[src/rtl/nmt_context_switch_handler_pkg.sv]
// ---------------------------------------------------------------------------
// nmt_pkg: shared types and constants for the NMT context-switch handler.
//   ctx_sw_state_t   - switch FSM states
//   NMT_NUM_THREADS  - default number of hardware thread contexts
//   NMT_CTX_W        - default width of one saved context word
//   OP_*             - memory op encodings used across the near-memory core
// ---------------------------------------------------------------------------
package nmt_pkg;

    localparam int NMT_NUM_THREADS = 4;
    localparam int NMT_CTX_W       = 32;

    localparam logic [1:0] OP_READ      = 2'd0;
    localparam logic [1:0] OP_WRITE     = 2'd1;
    localparam logic [1:0] OP_NMT_WRITE = 2'd2;

    typedef enum logic [2:0] {
        RUN,
        DRAIN,
        SAVE,
        SELECT,
        RESTORE
    } ctx_sw_state_t;

endpackage

[src/rtl/nmt_context_switch_handler_if.sv]
// ---------------------------------------------------------------------------
// Bus between the rank predictor / NMT pipeline and the switch handler.
//   slave  : handler side (takes requests and pipeline status, drives control)
//   master : environment side
//   context_switch, nmt_busy, cur_ctx, thread_ready -> handler
//   nmt_stall, active_thread, restore_ctx, restore_valid,
//   switch_done, drain_timeout, switch_count       <- handler
// ---------------------------------------------------------------------------
interface nmt_context_switch_handler_if
    import nmt_pkg::*;
#(
    parameter int NUM_THREADS = NMT_NUM_THREADS,
    parameter int CTX_W       = NMT_CTX_W
);
    localparam int IDX_W = $clog2(NUM_THREADS);

    logic                   context_switch;
    logic                   nmt_busy;
    logic [CTX_W-1:0]       cur_ctx;
    logic [NUM_THREADS-1:0] thread_ready;

    logic                   nmt_stall;
    logic [IDX_W-1:0]       active_thread;
    logic [CTX_W-1:0]       restore_ctx;
    logic                   restore_valid;
    logic                   switch_done;
    logic                   drain_timeout;
    logic [15:0]            switch_count;

    modport slave (
        input  context_switch, nmt_busy, cur_ctx, thread_ready,
        output nmt_stall, active_thread, restore_ctx, restore_valid,
               switch_done, drain_timeout, switch_count
    );

    modport master (
        output context_switch, nmt_busy, cur_ctx, thread_ready,
        input  nmt_stall, active_thread, restore_ctx, restore_valid,
               switch_done, drain_timeout, switch_count
    );
endinterface

[src/rtl/nmt_context_switch_handler_arb.sv]
// ---------------------------------------------------------------------------
// rr_thread_arbiter: combinational round-robin thread pick.
//   thread_ready_i : runnable mask
//   cur_idx_i      : currently scheduled thread (excluded from the scan)
//   next_idx_o     : first ready thread after cur_idx_i, wrapping; cur_idx_i
//                    if none
//   found_o        : another ready thread was found
// ---------------------------------------------------------------------------
module rr_thread_arbiter
    import nmt_pkg::*;
#(
    parameter int NUM_THREADS = NMT_NUM_THREADS,
    parameter int IDX_W       = $clog2(NUM_THREADS)
) (
    input  logic [NUM_THREADS-1:0] thread_ready_i,
    input  logic [IDX_W-1:0]       cur_idx_i,
    output logic [IDX_W-1:0]       next_idx_o,
    output logic                   found_o
);
    logic [IDX_W-1:0] idx;

    // Walk offsets from farthest to nearest so the nearest ready thread
    // overwrites the others. NUM_THREADS is a power of 2, so the index add
    // wraps for free.
    always_comb begin
        next_idx_o = cur_idx_i;
        found_o    = 1'b0;
        idx        = '0;
        for (int off = NUM_THREADS - 1; off >= 1; off--) begin
            idx = cur_idx_i + IDX_W'(off);
            if (thread_ready_i[idx]) begin
                next_idx_o = idx;
                found_o    = 1'b1;
            end
        end
    end
endmodule

[src/rtl/nmt_context_switch_handler.sv]
// ---------------------------------------------------------------------------
// nmt_context_switch_handler: on a predictor context_switch pulse, stalls NMT
// issue, drains the in-flight op (with timeout), saves the running thread's
// context, picks the next ready thread round-robin and restores its context.
//   clk, rst : clock, synchronous active-high reset
//   bus      : slave side of nmt_context_switch_handler_if (see that file)
// All outputs are registered.
// ---------------------------------------------------------------------------
module nmt_context_switch_handler
    import nmt_pkg::*;
#(
    parameter int NUM_THREADS   = NMT_NUM_THREADS,
    parameter int CTX_W         = NMT_CTX_W,
    parameter int DRAIN_TIMEOUT = 16
) (
    input  logic clk,
    input  logic rst,
    nmt_context_switch_handler_if.slave bus
);
    localparam int IDX_W = $clog2(NUM_THREADS);
    localparam int CNT_W = $clog2(DRAIN_TIMEOUT + 1);

    ctx_sw_state_t                      state_q, state_d;
    logic [CNT_W-1:0]                   cnt_q, cnt_d;
    logic [NUM_THREADS-1:0][CTX_W-1:0]  mem_q, mem_d;
    logic                               stall_q, stall_d;
    logic [IDX_W-1:0]                   active_q, active_d;
    logic [CTX_W-1:0]                   rctx_q, rctx_d;
    logic                               rvalid_q, rvalid_d;
    logic                               done_q, done_d;
    logic                               tmo_q, tmo_d;
    logic [15:0]                        count_q, count_d;

    logic [IDX_W-1:0]                   arb_next;
    logic                               arb_found;

    rr_thread_arbiter #(
        .NUM_THREADS (NUM_THREADS),
        .IDX_W       (IDX_W)
    ) u_arb (
        .thread_ready_i (bus.thread_ready),
        .cur_idx_i      (active_q),
        .next_idx_o     (arb_next),
        .found_o        (arb_found)
    );

    always_ff @(posedge clk) begin
        if (rst) begin
            state_q  <= RUN;
            cnt_q    <= '0;
            mem_q    <= '0;
            stall_q  <= 1'b0;
            active_q <= '0;
            rctx_q   <= '0;
            rvalid_q <= 1'b0;
            done_q   <= 1'b0;
            tmo_q    <= 1'b0;
            count_q  <= '0;
        end else begin
            state_q  <= state_d;
            cnt_q    <= cnt_d;
            mem_q    <= mem_d;
            stall_q  <= stall_d;
            active_q <= active_d;
            rctx_q   <= rctx_d;
            rvalid_q <= rvalid_d;
            done_q   <= done_d;
            tmo_q    <= tmo_d;
            count_q  <= count_d;
        end
    end

    always_comb begin
        state_d  = state_q;
        cnt_d    = cnt_q;
        mem_d    = mem_q;
        stall_d  = stall_q;
        active_d = active_q;
        rctx_d   = rctx_q;
        rvalid_d = 1'b0;
        done_d   = 1'b0;
        tmo_d    = 1'b0;
        count_d  = count_q;

        case (state_q)
            RUN: begin
                if (bus.context_switch) begin
                    state_d = DRAIN;
                    stall_d = 1'b1;
                    cnt_d   = '0;
                end
            end
            DRAIN: begin
                if (!bus.nmt_busy) begin
                    state_d = SAVE;
                end else if (cnt_q == CNT_W'(DRAIN_TIMEOUT - 1)) begin
                    // Last allowed drain cycle still busy: abort, no save.
                    state_d = RUN;
                    stall_d = 1'b0;
                    tmo_d   = 1'b1;
                end else begin
                    cnt_d = cnt_q + CNT_W'(1);
                end
            end
            SAVE: begin
                mem_d[active_q] = bus.cur_ctx;
                state_d         = SELECT;
            end
            SELECT: begin
                // Results are registered here so they are visible during
                // RESTORE; the memory already holds this cycle's save, so a
                // no-op switch reloads the just-saved context.
                active_d = arb_next;
                rctx_d   = mem_q[arb_next];
                rvalid_d = 1'b1;
                done_d   = 1'b1;
                if (arb_found && count_q != 16'hFFFF)
                    count_d = count_q + 16'd1;
                state_d  = RESTORE;
            end
            RESTORE: begin
                state_d = RUN;
                stall_d = 1'b0;
            end
            default: begin
                state_d = RUN;
                stall_d = 1'b0;
            end
        endcase
    end

    assign bus.nmt_stall     = stall_q;
    assign bus.active_thread = active_q;
    assign bus.restore_ctx   = rctx_q;
    assign bus.restore_valid = rvalid_q;
    assign bus.switch_done   = done_q;
    assign bus.drain_timeout = tmo_q;
    assign bus.switch_count  = count_q;

endmodule

[src/flat_wrapper.sv]
// flat-port wrapper written by rule: the top's interface ports become plain ports
module nmt_context_switch_handler_flat import nmt_pkg::*;
#(
    parameter int NUM_THREADS   = NMT_NUM_THREADS,
    parameter int CTX_W         = NMT_CTX_W,
    parameter int DRAIN_TIMEOUT = 16
)
  (clk, rst, bus_context_switch, bus_nmt_busy, bus_cur_ctx, bus_thread_ready, bus_nmt_stall, bus_active_thread, bus_restore_ctx, bus_restore_valid, bus_switch_done, bus_drain_timeout, bus_switch_count);
  nmt_context_switch_handler_if #(.NUM_THREADS(NUM_THREADS), .CTX_W(CTX_W)) bus_i ();
  input  logic clk;
  input  logic rst;
  input wire logic [$bits(bus_i.context_switch)-1:0] bus_context_switch;
  input wire logic [$bits(bus_i.nmt_busy)-1:0] bus_nmt_busy;
  input wire logic [$bits(bus_i.cur_ctx)-1:0] bus_cur_ctx;
  input wire logic [$bits(bus_i.thread_ready)-1:0] bus_thread_ready;
  output wire logic [$bits(bus_i.nmt_stall)-1:0] bus_nmt_stall;
  output wire logic [$bits(bus_i.active_thread)-1:0] bus_active_thread;
  output wire logic [$bits(bus_i.restore_ctx)-1:0] bus_restore_ctx;
  output wire logic [$bits(bus_i.restore_valid)-1:0] bus_restore_valid;
  output wire logic [$bits(bus_i.switch_done)-1:0] bus_switch_done;
  output wire logic [$bits(bus_i.drain_timeout)-1:0] bus_drain_timeout;
  output wire logic [$bits(bus_i.switch_count)-1:0] bus_switch_count;
  assign bus_i.context_switch = bus_context_switch;
  assign bus_i.nmt_busy = bus_nmt_busy;
  assign bus_i.cur_ctx = bus_cur_ctx;
  assign bus_i.thread_ready = bus_thread_ready;
  assign bus_nmt_stall = bus_i.nmt_stall;
  assign bus_active_thread = bus_i.active_thread;
  assign bus_restore_ctx = bus_i.restore_ctx;
  assign bus_restore_valid = bus_i.restore_valid;
  assign bus_switch_done = bus_i.switch_done;
  assign bus_drain_timeout = bus_i.drain_timeout;
  assign bus_switch_count = bus_i.switch_count;
  nmt_context_switch_handler #(.NUM_THREADS(NUM_THREADS), .CTX_W(CTX_W), .DRAIN_TIMEOUT(DRAIN_TIMEOUT)) u_core (.clk(clk), .rst(rst), .bus(bus_i));
endmodule
[config.mk]
export PLATFORM = sky130hd
export DESIGN_NAME = nmt_context_switch_handler_flat
export DESIGN_NICKNAME = d
export VERILOG_FILES = /design/src/rtl/nmt_context_switch_handler_pkg.sv /design/src/rtl/nmt_context_switch_handler_if.sv /design/src/rtl/nmt_context_switch_handler_arb.sv /design/src/rtl/nmt_context_switch_handler.sv /design/src/flat_wrapper.sv
export SDC_FILE = /design/constraint.sdc
export NUM_CORES = 1
export LEC_CHECK = 0
export CAP_MARGIN = 15
export CORE_ASPECT_RATIO = 0.7
export CORE_MARGIN = 4
export CORE_UTILIZATION = 30
export CTS_CLUSTER_DIAMETER = 30
export DETAILED_ROUTE_END_ITERATION = 8
export PLACE_DENSITY = 0.59
export SYNTH_ARGS = -nofsm -noshare
export SYNTH_HDL_FRONTEND = slang
export SYNTH_SLANG_ARGS = --single-unit
export TNS_END_PERCENT = 1
[constraint.sdc]
create_clock -name clk -period 5.75 [get_ports clk]
set_clock_uncertainty 0.15 [all_clocks]
set_input_delay 0.575 -clock clk [delete_from_list [all_inputs] [get_ports clk]]
set_output_delay 0.575 -clock clk [all_outputs]
set_load 0.02 [all_outputs]
# == Word level (Yosys, flattened, before mapping) ==
# Cells that the tools add are included.
# totals
reg_bits,189
wordCells,77
# classes
add_sub_neg,5
magnitude_cmp,6
eq_ne,10
mux,31
bitwise_logic,3
n_reduce_logical,10
# ops
cell,n
128-bit bitwise mux,1
32-bit binary-select mux with 2-bit select,1
32-bit demux with 2-bit select,1
32-bit 2-to-1 mux,2
16-bit by 1-bit adder with 16-bit output (second input constant),1
16-bit inequality test (second input constant),1
2-bit by 3-bit less-than comparator with 1-bit output (second input constant),5
5-bit 2-to-1 mux,3
3-bit one-hot mux with 4 select lines,1
1-bit 2-to-1 mux,11
5-bit one-hot mux with 2 select lines,1
3-bit 2-to-1 mux,3
4-bit AND reduction,2
1-bit binary-select mux with 2-bit select,3
3-bit by 2-bit equality test with 1-bit output (second input constant),2
2-bit 2-to-1 mux,3
2-bit inequality test (second input constant),3
5-bit by 1-bit adder with 5-bit output (second input constant),1
5-bit by 4-bit equality test with 1-bit output (second input constant),1
2-bit adder (second input constant),2
2-bit AND reduction,2
3-bit by 1-bit equality test with 1-bit output (second input constant),1
3-bit logical NOT,1
3-bit by 2-bit inequality test with 1-bit output (second input constant),1
other kinds (9),12

# == Depth between registers and ports, before layout ==
# Gate-level depths: netlist (run 1).
# logic_depth
ltp_word,8
depth_mapped,10
mapped_depth_nobuf,8

# == Hierarchy ==
# From an unflattened synthesis (run 1), not the netlist that was laid out.
# unflattened
hier_cells,932
area_unflattened_um2,7795.0
# by_module_without_submodules
module,n_inst,cells_each,area_per_inst_um2,seq_area_each_um2
nmt_context_switch_handler,1,912,7661.1,3783.6
rr_thread_arbiter,1,20,133.9,0.0

# == Worst setup path after synthesis (run 1) ==
# OpenSTA, ideal clock, no wires.
# synth_path
kind,flip-flop to flip-flop
startpoint,reg u_core.active_q[0] (netlist: u_core.bus.active_thread[0])
endpoint,reg u_core.rctx_q[10] (netlist: u_core.bus.restore_ctx[10])
setup_ps,138
arrival_time_ps,2427
path_slack_ps,3035
stages_incl_launch_ff,11
synth_period_minus_slack_ps,2715
cell_sequence,dfxtp_1 -> buf_6 -> inv_1 -> ha_1 -> mux2_2 -> a221oi_2 -> and2_1 -> buf_6 -> buf_6 -> mux2i_1 -> o221ai_1
# synth_via
elab_chain_len,8
word_cells_on_any_way,14
cone_classes,add/sub (3); mux (11)
# synth_lines
element,line,source
from (decl),nmt_context_switch_handler.sv:27,"logic [IDX_W-1:0] active_q, active_d;"
from (signal assigned),nmt_context_switch_handler.sv:64,active_q <= active_d;
2-bit adder,nmt_context_switch_handler_arb.sv:30,idx = cur_idx_i + IDX_W'(off);
1-bit binary-select mux with 2-bit select,nmt_context_switch_handler_arb.sv:31,if (thread_ready_i[idx]) begin
1-bit 2-to-1 mux (not written as such),nmt_context_switch_handler_arb.sv:31,
2-bit 2-to-1 mux (2 in series),nmt_context_switch_handler_arb.sv:31,
2-bit 2-to-1 mux (*),nmt_context_switch_handler_arb.sv:31,
32-bit binary-select mux with 2-bit select (*),nmt_context_switch_handler.sv:114,rctx_d = mem_q[arb_next];
32-bit 2-to-1 mux (not written as such) (*),nmt_context_switch_handler.sv:114,
to (signal assigned),nmt_context_switch_handler.sv:65,rctx_q <= rctx_d;
to (decl),nmt_context_switch_handler.sv:28,"logic [CTX_W-1:0] rctx_q, rctx_d;"
# Mark *: on every way between the ends. The rest lies on a longest branch, timed or not. The select of a mux whose other input is x is not followed.
# A chain may end at the register's enable or synchronous reset.

# == Final worst setup path (run 1) ==
# layout_path
startpoint,reg u_core.active_q[0] (netlist: u_core.bus.active_thread[0])
endpoint,reg u_core.rctx_q[29] (netlist: u_core.bus.restore_ctx[29])
# The elaborated chain is that of the path after synthesis.

==> results.md, run 1 <==
- The number of buffers inserted during clock tree synthesis is 17.
- 0 antenna diodes ended up in the layout.
- In this design, the stage delay of the slowest critical-path cell is 0.68 ns.
- Traced cell by cell, the critical path runs through inv_1 > ha_1 > mux2_2 > a221oi_2 > and2_2 > buf_4 > mux2i_1 > o221ai_1.
- In this run the number of H-tree levels came out at 4.
- Summing all placed instances gives a cell area of 9000 um^2.
- The first detailed-routing pass took 5 iterations.
- The post-synth net total is 996.
- Derived from the worst setup path, the maximum achievable clock frequency is 263 MHz.
- The initial utilization of the core area, before any placement, comes to 30.6%.
- The slowest library cell on the worst path is sky130_fd_sc_hd__and2_2.
- The cell at the root of the clock tree is sky130_fd_sc_hd__clkbuf_16.
- A synthesized cell averages 8.31 um^2.
- Of the post-synthesis cell area, the dominant cell type holds 48.0%.
- The die covers 29,000 um^2.
- The portion of netlist area occupied by mux cells is 10.4%.
- The number of buffers inserted to repair setup after CTS is 0.
- The Yosys step of the flow raised 0 warnings.
- Relative to the synthesized area, the layout overhead comes to 21.9%.
- In the synthesized netlist, the number of instances is 949.
- Clock-pin slew was measured on the worst setup and hold paths at 0.07 ns.
- The post-route worst hold slack is 0.304 ns.
- The number of gates resized after CTS was 0.
- In this run the critical register-to-register path is captured at u_core.bus.restore_ctx[29].
- The wire length of the first global-routing pass is 35.1 mm.
- TritonCTS built the clock tree.
- The detailed router placed 6,636 vias in this run.
- The worst setup slack for register-to-register paths is 1.95 ns.
- STA classifies the critical path endpoint as a flop.
- Yosys mapped the design onto 50 distinct sky130hd cell types.
- The wire-length estimate of the detail-placed layout is 13.0 mm.
- Counting cells, the worst reg-to-reg path comes to 8.
- The number of enable flip-flop cells after synthesis is 0.
- The synthesized netlist devotes 14.8% of its cell area to compound gates.
- Setup repair after global routing left no endpoint under its margin.
- The core region is 25,700 um^2.
- After synthesis, the largest family of logic cells by area is simple AND/OR/NAND/NOR gates.
- The worst flop-to-flop path startpoint is u_core.bus.active_thread[0].
- Setup violations remaining at the end of the flow were counted as 0.
- The post-synthesis adder-cell area fraction is 1.11%.
- The start point of the worst min-delay path is u_core.mem_q[30].
- The maximum fanout count along the critical path is 21.
- The xor/xnor cell area share of the yosys netlist is 0.333%.
- The clock drives 189 sinks.
- The simple-gate share of the synthesized area is 20.5%.
- The tightest min-delay check is of the reg2reg type.
- In the routed design, unresolved DRC markers number 0.
- The die width is 202 um.
- The final layout contains 1,047 nets.
- Summed over all layers, the global routing overflow is 0.
- Dividing total power by cell area gives a power density of 287 nW/um^2.
- For this run, the total global-route usage over all layers was measured as 15.3%.
- The placed cell count is 1,312.
- At the end of the flow the core is filled with cells to 37.3%.
- The vias per cell is 4.94.
- The worst max-slew margin expressed relative to the limit is 30.6%.
- The violation count after the first detailed-route iteration is 387.
- The number of hold violations in the final report came to 0.
- The required time at the worst-slack endpoint is 5.89 ns.
- sky130_fd_sc_hd__dfxtp_1 takes more of the synthesized area than any other cell.
- The tool flagged a number of max-cap violations equal to 0.
- The share of post-route cells with drive strength above 1 is 5.83%.
- For this design the static power due to leakage is 3.26 nW.
- The shortest period the worst path allows is 3.80 ns.
- The site row count is 49.
- Sorting the synthesized cells by area gives the leading types as sky130_fd_sc_hd__dfxtp_1, sky130_fd_sc_hd__nand2_1, sky130_fd_sc_hd__a21oi_1.
- The launch point of the critical path is u_core.bus.active_thread[0].
- Dividing the detail-routed wire length by the instance count gives 16.5 um.
- The number of slew-limit violations in the final report came to 0.
- The synthesis-stage register bit count is 189.
- During placement, the flow inserted port buffers numbering 93.
- For this run, asynchronously set or reset flops after synthesis account for 0%.
- The die is 144 um tall.
- The area of all placed cells without fillers is 9610 um^2.
- The initial antenna violation count came to 0.
- The cell area after technology mapping is 7880 um^2.
- The startpoint class of the critical path is a flop.
- The number of global-route vias before repair is 6,206.
- The later pin in the worst-skew pair is clocked with a latency of 0.44 ns.
- The flip-flop cell with the highest count after synthesis is sky130_fd_sc_hd__dfxtp_1.
- Data on the critical path arrives at its endpoint at 3.94 ns.
- The pin count of the biggest net entering global routing is 83.
- The number of standard cells in the layout, taps in and fillers out is 1,343.
- The final antenna-violating net count is 0.
- Of the synthesized area, sequential elements account for 48.0%.
- The worst-case vdd ir drop is 0.000192 V.
- The count of cells along the worst hold path is 2.
- At the pin with the least slew margin, the transition time is 1.04 ns.
- The critical setup path kind is reg2reg.
- The flow ran to the end, and the final reports show no timing, DRC or antenna violations.
- During I/O placement, the number of pins put on the boundary was 94.
- The path with the worst hold slack has its endpoint at u_core.mem_q[30].
- The placer's final routability congestion estimate is 0.777.
- Buffers inserted to repair hold after CTS numbered 0.
- In this run the deepest clock path goes through 2 buffers.
- The final wirelength is 22.2 mm.
- For the final routed database, the setup TNS stands at 0 ns.
- Counting the fill cells in the layout gives 2,638.
- After layout, the worst path uses 66.1% of the clock period.
==> Yosys cell counts (5+ instances only) <==
library cell,instances
sky130_fd_sc_hd__a21oi_1,137
sky130_fd_sc_hd__and3_1,8
sky130_fd_sc_hd__buf_1,5
sky130_fd_sc_hd__buf_6,6
sky130_fd_sc_hd__clkbuf_1,57
sky130_fd_sc_hd__dfxtp_1,189
sky130_fd_sc_hd__ha_1,7
sky130_fd_sc_hd__inv_1,11
sky130_fd_sc_hd__mux2_1,5
sky130_fd_sc_hd__mux2_2,6
sky130_fd_sc_hd__mux2i_1,67
sky130_fd_sc_hd__nand2_1,305
sky130_fd_sc_hd__nand3_1,6
sky130_fd_sc_hd__nor2_1,28
sky130_fd_sc_hd__nor2b_1,8
sky130_fd_sc_hd__nor4_1,9
sky130_fd_sc_hd__o21ai_0,5
sky130_fd_sc_hd__o221ai_1,31
sky130_fd_sc_hd__o31ai_1,6
==> state kept, by name, summed over array words and instances, names as in the netlist <==
signal,cells
u_core.cnt_q,5
u_core.bus.nmt_stall,1
u_core.bus.restore_ctx,32
u_core.state_q,3
u_core.bus.restore_valid,1
u_core.bus.switch_count,16
u_core.mem_q,128
u_core.bus.active_thread,2
u_core.bus.drain_timeout,1
==> how the worst max path moves through the flow <==
stage	endpoint	slack [ns]	cells after the start
floorplan	u_core.bus.restore_ctx[10]	3.04	10
finish	u_core.bus.restore_ctx[29]	1.95	8
detailed placement	u_core.bus.restore_ctx[24]	1.98	8
global route	u_core.bus.restore_ctx[20]	1.75	8
global placement	u_core.bus.restore_ctx[27]	2.08	8
CTS	u_core.bus.restore_ctx[29]	1.93	8
==> layer usage <==
layer | share of wire [%] | track usage (%) | up-vias | wire, um
met1 | 51 | 22.3 | 3134 | 11300
li1 | - | - | 3337 | -
met3 | 4.9 | 3.41 | 18 | 1090
met5 | 0 | 0 | - | 0
met2 | 43 | 22.9 | 147 | 9550
met4 | 1.0 | 3.99 | 0 | 227
==> kinds of logic (layout without fill, tap and decap cells) <==
group,count (synthesis),in the layout
multiplexers,79,79
AND/OR/NAND/NOR,390,390
flip-flops,189,189
AO/OA/AOI/OAI,196,196
XOR/XNOR,3,3
adder cells (fa/ha/maj),7,7
buffers and inverters,85,148
==> power by group <==
| part | switching, W | internal (W) |
|---|---|---|
| registers | 0.0000119 | 0.00132 |
| logic | 0.000115 | 0.0000722 |
| clock network | 0.000515 | 0.000716 |
| total | 0.000642 | 0.00211 |
==> cell usage in the layout, fill, tap and decap left out, drive strengths merged, types with 3 or more instances in the layout <==
master           n
a211oi           3
or4              4
buf             14
nor4             9
a21oi          137
nor2            28
and3             8
nor3             3
clkbuf          21
o31ai            6
ha               7
clkdlybuf4s50   92
nand2          305
nand3            7
clkinv           3
nand4            4
clkinvlp         4
dfxtp          189
inv             11
o221ai          31
nor2b            8
o21ai            5
bufinv           3
mux2            11
mux2i           67
==> critical path, delay by kind of cell, from the launching register on <==
| family | cells | cell delay [ns] |
|---|---|---|
| compound gates | 2 | 0.45 |
| buf+inv | 2 | 0.69 |
| flops | 1 | 0.65 |
| simple gates | 1 | 0.68 |
| mux | 2 | 0.63 |
| fa+ha+maj | 1 | 0.39 |
==> through the flow <==
stage                     setup WS (ns)  power (W)
after global placement             2.08    0.00155
after CTS                          1.93    0.00278
after global routing               1.75    0.00286
final                              1.95    0.00275
after detailed placement           1.98    0.00155
after floorplan                    3.04    0.00148
==> final cells by class <==
type                    count  area [um^2]  area share, %
clock buffers              21          470           4.90
clock inverters            10          139           1.45
inverters                  11         41.3          0.430
multi-input cells         675         3730           38.9
flip-flops and latches    189         3780           39.4
well taps                 331          414           4.31
repair buffers            106         1030           10.7
(Power assumes the default switching activity.)
==> run 2: changes to the inputs <==
==> constraint.sdc (replaced) <==
create_clock -name clk -period 3.78 [get_ports clk]
set_clock_uncertainty 0.15 [all_clocks]
set_input_delay 0.378 -clock clk [delete_from_list [all_inputs] [get_ports clk]]
set_output_delay 0.378 -clock clk [all_outputs]
set_load 0.02 [all_outputs]
==> results.md, run 2 (synthesized netlist as in run 1, its figures left out) <==
- The net switching share of the total power came to 24.7% (was 23.3%).
- The final cycle utilization of the critical path came to 84.0% (was 66.1%).
- The setup-violating endpoint count in the final report came to 0 (unchanged).
- The maximum fanout count along the critical path is 40 (was 21).
- The final antenna-violating net count is 0 (unchanged).
- The sequential cell fraction of total power is 50.1% (was 48.5%).
- The critical setup path kind was reg2reg (unchanged).
- The share of post-route cells with drive strength above 1 is 6.11% (was 5.83%).
- The worst-case vdd ir drop is 0.000321 V (was 0.000192 V).
- The shortest period the worst path allows came to 3.17 ns (was 3.80 ns).
- The half-perimeter wire length after detailed placement is 13.4 mm (was 13.0 mm).
- The average detailed-routed wire length per instance is 16.4 um (was 16.5 um).
- The class of the tightest hold or removal check is in2reg (was reg2reg).
- Unrepaired setup endpoints after global routing: no (unchanged).
- The synthesis-to-finish area growth is 21.7% (was 21.9%).
- The violation count after the first detailed-route iteration was 520 (was 387).
- The initial antenna violation count came to 0 (unchanged).
- Most used cells in the layout excluding fill and tap cells: sky130_fd_sc_hd__nand2_1, sky130_fd_sc_hd__dfxtp_1, sky130_fd_sc_hd__a21oi_1 (unchanged).
- The total number of vias is 6,682 (was 6,636).
- The height of the chip was 144 um (unchanged).
- The placement-stage worst setup slack is 0.696 ns (was 1.98 ns).
- The met1 capacity usage during global routing was 21.7% (was 22.3%).
- The register with the highest flop count is u_core.mem_q (unchanged).
- The count of H-tree levels built during CTS was 4 (unchanged).
- The flip-flop count of the largest register, all copies and words added is 128 (unchanged).
- The placed cell count is 1,314 (was 1,312).
- The post-CTS clock slew at the launch and capture registers of the worst setup and hold paths is 0.07 ns (about the same).
- The part of the total power dissipated in the clock network is 42.8% (was 44.7%).
- The number of I/O port buffers is 93 (unchanged).
- The final wirelength is 22.0 mm (was 22.2 mm).
- The net switching power is 0.00100 W (was 0.000642 W).
- The kind of end point of the critical path is a flop (unchanged).
- The overall power consumption is 0.00405 W (was 0.00275 W).
- The vias per cell came to 4.97 (was 4.94).
- The achievable frequency is 315 MHz (was 263 MHz).
- The post-route worst hold slack was 0.217 ns (was 0.304 ns).
- The number of buffers inserted during clock tree synthesis is 17 (unchanged).
- The busiest layer in global routing is met2 (unchanged).
- The placer's final routability congestion estimate is 0.765 (was 0.777).
- The total congestion overflow was 0 (unchanged).
- The die area is 29,000 um^2 (unchanged).
- The pin count of the biggest net entering global routing is 72 (was 83).
- Result of the run: completed (unchanged).
- The number of standard cells in the layout, taps in and fillers out was 1,345 (was 1,343).
- The number of global-route vias before repair is 6,356 (was 6,206).
- The final worst setup slack is 0.606 ns (was 1.95 ns).
- The required time at the worst-slack endpoint is 3.92 ns (was 5.89 ns).
- The die width was 202 um (unchanged).
- The clock net sink count is 189 (unchanged).
- The startpoint class of the critical path is a flop (unchanged).
- The starting utilization of the core area is 30.6% (unchanged).
- The site row count is 49 (unchanged).
- The iteration count of the initial detailed-routing pass came to 5 (unchanged).
- The clock tree from TritonCTS was done (unchanged).
- The number of gates given a new drive strength after cts is 0 (unchanged).
- The met2 track utilization from global routing is 24.1% (was 22.9%).
- The number of buffers inserted to repair setup after CTS is 0 (unchanged).
- The largest buffer count on any clock path was 2 (unchanged).
- The slew of the pin with the lowest slew margin is 0.853 ns (was 1.04 ns).
- The latest clock arrival within the worst-skew pair is 0.44 ns (about the same).
- The met3 track demand over resource in global routing came to 3.45% (was 3.41%).
- The net count reported at finish is 1,049 (was 1,047).
- The proportion of power drawn by combinational gates came to 7.1% (was 6.8%).
- The worst max-slew margin expressed relative to the limit is 43.1% (was 30.6%).
- The number of design rule violations left after detail routing is 0 (unchanged).
- The core box area is 25,700 um^2 (unchanged).
- The power density over the cells came to 422 nW/um^2 (was 287 nW/um^2).
- The final total negative setup slack came to 0 ns (unchanged).
- The total global-route track usage came to 15.3% (about the same).
- The cell at the root of the clock tree is sky130_fd_sc_hd__clkbuf_16 (unchanged).
- The count of inserted antenna diode cells was 0 (unchanged).
- The count of hold-fix buffers inserted at cts is 0 (unchanged).
- The number of hold violations in the final report is 0 (unchanged).
- The most common library cell in the layout ignoring fill and taps was sky130_fd_sc_hd__nand2_1 (unchanged).
- The leakage power is 3.27 nW (was 3.26 nW).
- The wire length of the first global-routing pass is 35.1 mm (about the same).
- The data arrival time of the critical path came to 3.31 ns (was 3.94 ns).
- The count of maximum capacitance violations is 0 (unchanged).
- The number of slew-limit violations in the final report came to 0 (unchanged).
- The count of pins on the block boundary is 94 (unchanged).
- The cell-internal power is 0.00305 W (was 0.00211 W).
-- run 2: stage by stage --
step | area (um^2) | util [%]
floorplan | 7880 | -
global placement | 9040 | 35.1
detailed placement | 9040 | 35.1
CTS | 9590 | 37.3
global route | 9590 | 37.3
finish | 9590 | 37.3
-- run 2: power by group through the flow --
stage,Clock [W],Combinational [W],Sequential [W]
finish,0.00173,0.000288,0.00203
global route,0.00187,0.000312,0.00203
CTS,0.00177,0.000289,0.00203
detailed placement,0,0.000288,0.00208
global placement,0,0.000286,0.00208
floorplan,0,0.000181,0.00207
-- run 2: layout make-up --
class | count | area, um^2
flip-flops and latches | 189 | 3780
inverters | 11 | 41.3
multi-input cells | 675 | 3730
clock inverters | 13 | 118
well taps | 331 | 414
fillers | 2647 | 16200
repair buffers | 108 | 1070
clock buffers | 18 | 439
-- run 2: layer usage --
layer / part of all wire, % / vias up
met5: 0 / -
met1: 49 / 3148
li1: - / 3339
met2: 45 / 181
met3: 5.3 / 14
met4: 0.62 / 0
-- run 2: worst paths after layout --
path	slack (ns)	to	from	cells past startpoint
worst max-delay path	0.61	u_core.bus.restore_ctx[8]	u_core.bus.active_thread[0]	8
worst min register to register	0.30	u_core.mem_q[108]	u_core.mem_q[108]	2
worst min-delay path	0.22	u_core.bus.active_thread[0]	rst	2
worst max register to register	0.61	u_core.bus.restore_ctx[8]	u_core.bus.active_thread[0]	8
-- run 2: worst max-delay path, stage by stage (launching register included) --
cell,delay (ns)
sky130_fd_sc_hd__dfxtp_1,0.63
sky130_fd_sc_hd__inv_1,0.20
sky130_fd_sc_hd__ha_1,0.40
sky130_fd_sc_hd__mux2_2,0.37
sky130_fd_sc_hd__a221oi_2,0.31
sky130_fd_sc_hd__and2_2,0.22
sky130_fd_sc_hd__buf_12,0.30
sky130_fd_sc_hd__mux2i_1,0.28
sky130_fd_sc_hd__o221ai_1,0.17
==> run 3: changes to the inputs <==
==> constraint.sdc (replaced) <==
create_clock -name clk -period 3.3 [get_ports clk]
set_clock_uncertainty 0.15 [all_clocks]
set_input_delay 0.33 -clock clk [delete_from_list [all_inputs] [get_ports clk]]
set_output_delay 0.33 -clock clk [all_outputs]
set_load 0.02 [all_outputs]
==> results.md, run 3 (synthesized netlist as in run 1, its figures left out) <==
- The cell family with the largest share of critical-path delay is multiplexers (unchanged).
- The number of buffers and inverters on the critical path was 2 (unchanged).
- The vias per cell is 4.95 (was 4.97).
- The slew of the pin with the lowest slew margin came to 0.969 ns (was 0.853 ns).
- The number of buffers inserted during clock tree synthesis is 17 (unchanged).
- The count of inserted antenna diode cells was 0 (unchanged).
- The share of post-route cells with drive strength above 1 is 6.10% (was 6.11%).
- The filler cell count in the final layout came to 2,624 (was 2,647).
- The net switching power was 0.00111 W (was 0.00100 W).
- The final wirelength is 22.1 mm (was 22.0 mm).
- The post-route worst hold slack is 0.212 ns (was 0.217 ns).
- The wire length of the first global-routing pass is 34.7 mm (was 35.1 mm).
- The synthesis-to-finish area growth came to 22.0% (was 21.7%).
- The power density over the cells is 484 nW/um^2 (was 422 nW/um^2).
- The cell-internal power is 0.00355 W (was 0.00305 W).
- The number of buffers inserted to repair setup after CTS is 0 (unchanged).
- The clock tree from TritonCTS is done (unchanged).
- The latest clock arrival within the worst-skew pair is 0.44 ns (about the same).
- The start point of the worst min-delay path is rst (unchanged).
- The final total negative setup slack is 0 ns (unchanged).
- The shortest period the worst path allows came to 2.90 ns (was 3.17 ns).
- The critical setup path kind is reg2reg (unchanged).
- The total congestion overflow came to 0 (unchanged).
- The most common library cell in the layout ignoring fill and taps was sky130_fd_sc_hd__nand2_1 (unchanged).
- The worst flop-to-flop path startpoint was u_core.bus.active_thread[1] (was u_core.bus.active_thread[0]).
- The height of the chip is 144 um (unchanged).
- The required time at the worst-slack endpoint is 3.45 ns (was 3.92 ns).
- The net count reported at finish was 1,052 (was 1,049).
- The placement-stage worst setup slack is 0.411 ns (was 0.696 ns).
- The number of design rule violations left after detail routing is 0 (unchanged).
- The setup-violating endpoint count in the final report is 0 (unchanged).
- The number of hold violations in the final report is 0 (unchanged).
- The number of slew-limit violations in the final report came to 0 (unchanged).
- The met3 track demand over resource in global routing was 3.54% (was 3.45%).
- The total global-route track usage came to 15.1% (was 15.3%).
- The count of hold-fix buffers inserted at cts is 0 (unchanged).
- The die area came to 29,000 um^2 (unchanged).
- The multi-input logic area is 3730 um^2 (unchanged).
- The overall power consumption was 0.00465 W (was 0.00405 W).
- The die width came to 202 um (unchanged).
- The iteration count of the initial detailed-routing pass was 6 (was 5).
- The net switching share of the total power is 23.8% (was 24.7%).
- The final cycle utilization of the critical path is 87.8% (was 84.0%).
- The starting utilization of the core area was 30.6% (unchanged).
- The placer's final routability congestion estimate was 0.757 (was 0.765).
- The achievable frequency is 345 MHz (was 315 MHz).
- The number of global-route vias before repair is 6,234 (was 6,356).
- The flip-flop count of the largest register, all copies and words added is 128 (unchanged).
- Most used cells in the layout excluding fill and tap cells: sky130_fd_sc_hd__nand2_1, sky130_fd_sc_hd__dfxtp_1, sky130_fd_sc_hd__a21oi_1 (unchanged).
- The met1 capacity usage during global routing is 21.0% (was 21.7%).
- The placed cell count was 1,317 (was 1,314).
- The proportion of power drawn by combinational gates was 7.2% (was 7.1%).
- The class of the tightest hold or removal check is in2reg (unchanged).
- The register area is 3780 um^2 (unchanged).
- The slowest library cell on the worst path is sky130_fd_sc_hd__dfxtp_1 (unchanged).
- The register with the highest flop count is u_core.mem_q (unchanged).
- The startpoint class of the critical path is a flop (unchanged).
- The site row count was 49 (unchanged).
- Result of the run: completed (unchanged).
- The leakage power came to 3.28 nW (was 3.27 nW).
- The clock net sink count is 189 (unchanged).
- The largest buffer count on any clock path was 2 (unchanged).
- The worst-case vdd ir drop is 0.000316 V (was 0.000321 V).
- The pin count of the biggest net entering global routing is 81 (was 72).
- The count of H-tree levels built during CTS was 4 (unchanged).
- The part of the total power dissipated in the clock network is 42.9% (was 42.8%).
- The maximum fanout count along the critical path is 40 (unchanged).
- The violation count after the first detailed-route iteration is 479 (was 520).
- The data arrival time of the critical path is 3.04 ns (was 3.31 ns).
- Cells along the critical path: inv_1 > ha_1 > mux2_2 > a221oi_2 > and2_2 > buf_12 > mux2i_1 > o221ai_1 (unchanged).
- The total number of vias is 6,677 (was 6,682).
- The final worst setup slack is 0.404 ns (was 0.606 ns).
- The core box area is 25,700 um^2 (unchanged).
- The half-perimeter wire length after detailed placement was 13.2 mm (was 13.4 mm).
- The kind of end point of the critical path is a flop (unchanged).
- The number of I/O port buffers is 93 (unchanged).
- The cell at the root of the clock tree is sky130_fd_sc_hd__clkbuf_16 (unchanged).
- The launch point of the critical path is u_core.bus.active_thread[1] (was u_core.bus.active_thread[0]).
- The count of pins on the block boundary is 94 (unchanged).
- The met2 track utilization from global routing was 24.0% (was 24.1%).
- The average detailed-routed wire length per instance came to 16.4 um (about the same).
- The initial antenna violation count is 0 (unchanged).
- The number of gates given a new drive strength after cts is 0 (unchanged).
- The final antenna-violating net count was 0 (unchanged).
- The post-CTS clock slew at the launch and capture registers of the worst setup and hold paths was 0.07 ns (about the same).
- Unrepaired setup endpoints after global routing: no (unchanged).
- The worst max-slew margin expressed relative to the limit is 35.3% (was 43.1%).
- The busiest layer in global routing is met2 (unchanged).
- The number of standard cells in the layout, taps in and fillers out is 1,348 (was 1,345).
- The count of maximum capacitance violations was 0 (unchanged).
- The sequential cell fraction of total power was 49.9% (was 50.1%).
- The longest individual stage delay on the worst path is 0.49 ns (was 0.63 ns).
-- run 3: cell count changes in the layout (fill, tap and decap cells not counted) --
cell and delta:
sky130_fd_sc_hd__clkinvlp_4 +1, sky130_fd_sc_hd__inv_6 -1, sky130_fd_sc_hd__clkbuf_1 +3, sky130_fd_sc_hd__clkinv_4 -1, sky130_fd_sc_hd__inv_8 -1, sky130_fd_sc_hd__clkinv_2 -1
sky130_fd_sc_hd__clkbuf_8 -1, sky130_fd_sc_hd__bufinv_16 +1, sky130_fd_sc_hd__buf_4 +3
-- run 3: power by group through the flow --
stage / logic (W) / clock network (W) / registers [W]
6_report: 0.000335 / 0.00200 / 0.00232
3_3_place_gp: 0.000333 / 0 / 0.00238
4_1_cts: 0.000336 / 0.00206 / 0.00232
5_1_grt: 0.000363 / 0.00214 / 0.00233
2_1_floorplan: 0.000207 / 0 / 0.00237
3_5_place_dp: 0.000335 / 0 / 0.00238
-- run 3: per-stage QoR --
stage               util, %  instance area, um^2
floorplan                 -                 7880
global placement       35.2                 9060
detailed placement     35.2                 9060
CTS                    37.4                 9620
global route           37.4                 9620
finish                 37.4                 9620
-- run 3: cell type report --
cell class	instances	share of cell area (%)
Sequential cell	189	39.3
Multi-Input combinational cell	675	38.8
Timing Repair Buffer	111	11.3
Clock buffer	20	4.54
Tap cell	331	4.31
Clock inverter	11	1.26
Inverter	11	0.429
-- run 3: worst paths after layout --
| path | endpoint | slack, ns | cells after the start |
|---|---|---|---|
| max | u_core.bus.restore_ctx[5] | 0.40 | 8 |
| min | u_core.mem_q[95] | 0.21 | 2 |
| max reg2reg | u_core.bus.restore_ctx[5] | 0.40 | 8 |
| min reg2reg | u_core.mem_q[112] | 0.30 | 2 |
-- run 3: per-layer routing --
layer	routed length, um	part of all wire, %
met1	11100	50
met2	9990	45
met3	863	3.9
met4	147	0.67
met5	0	0
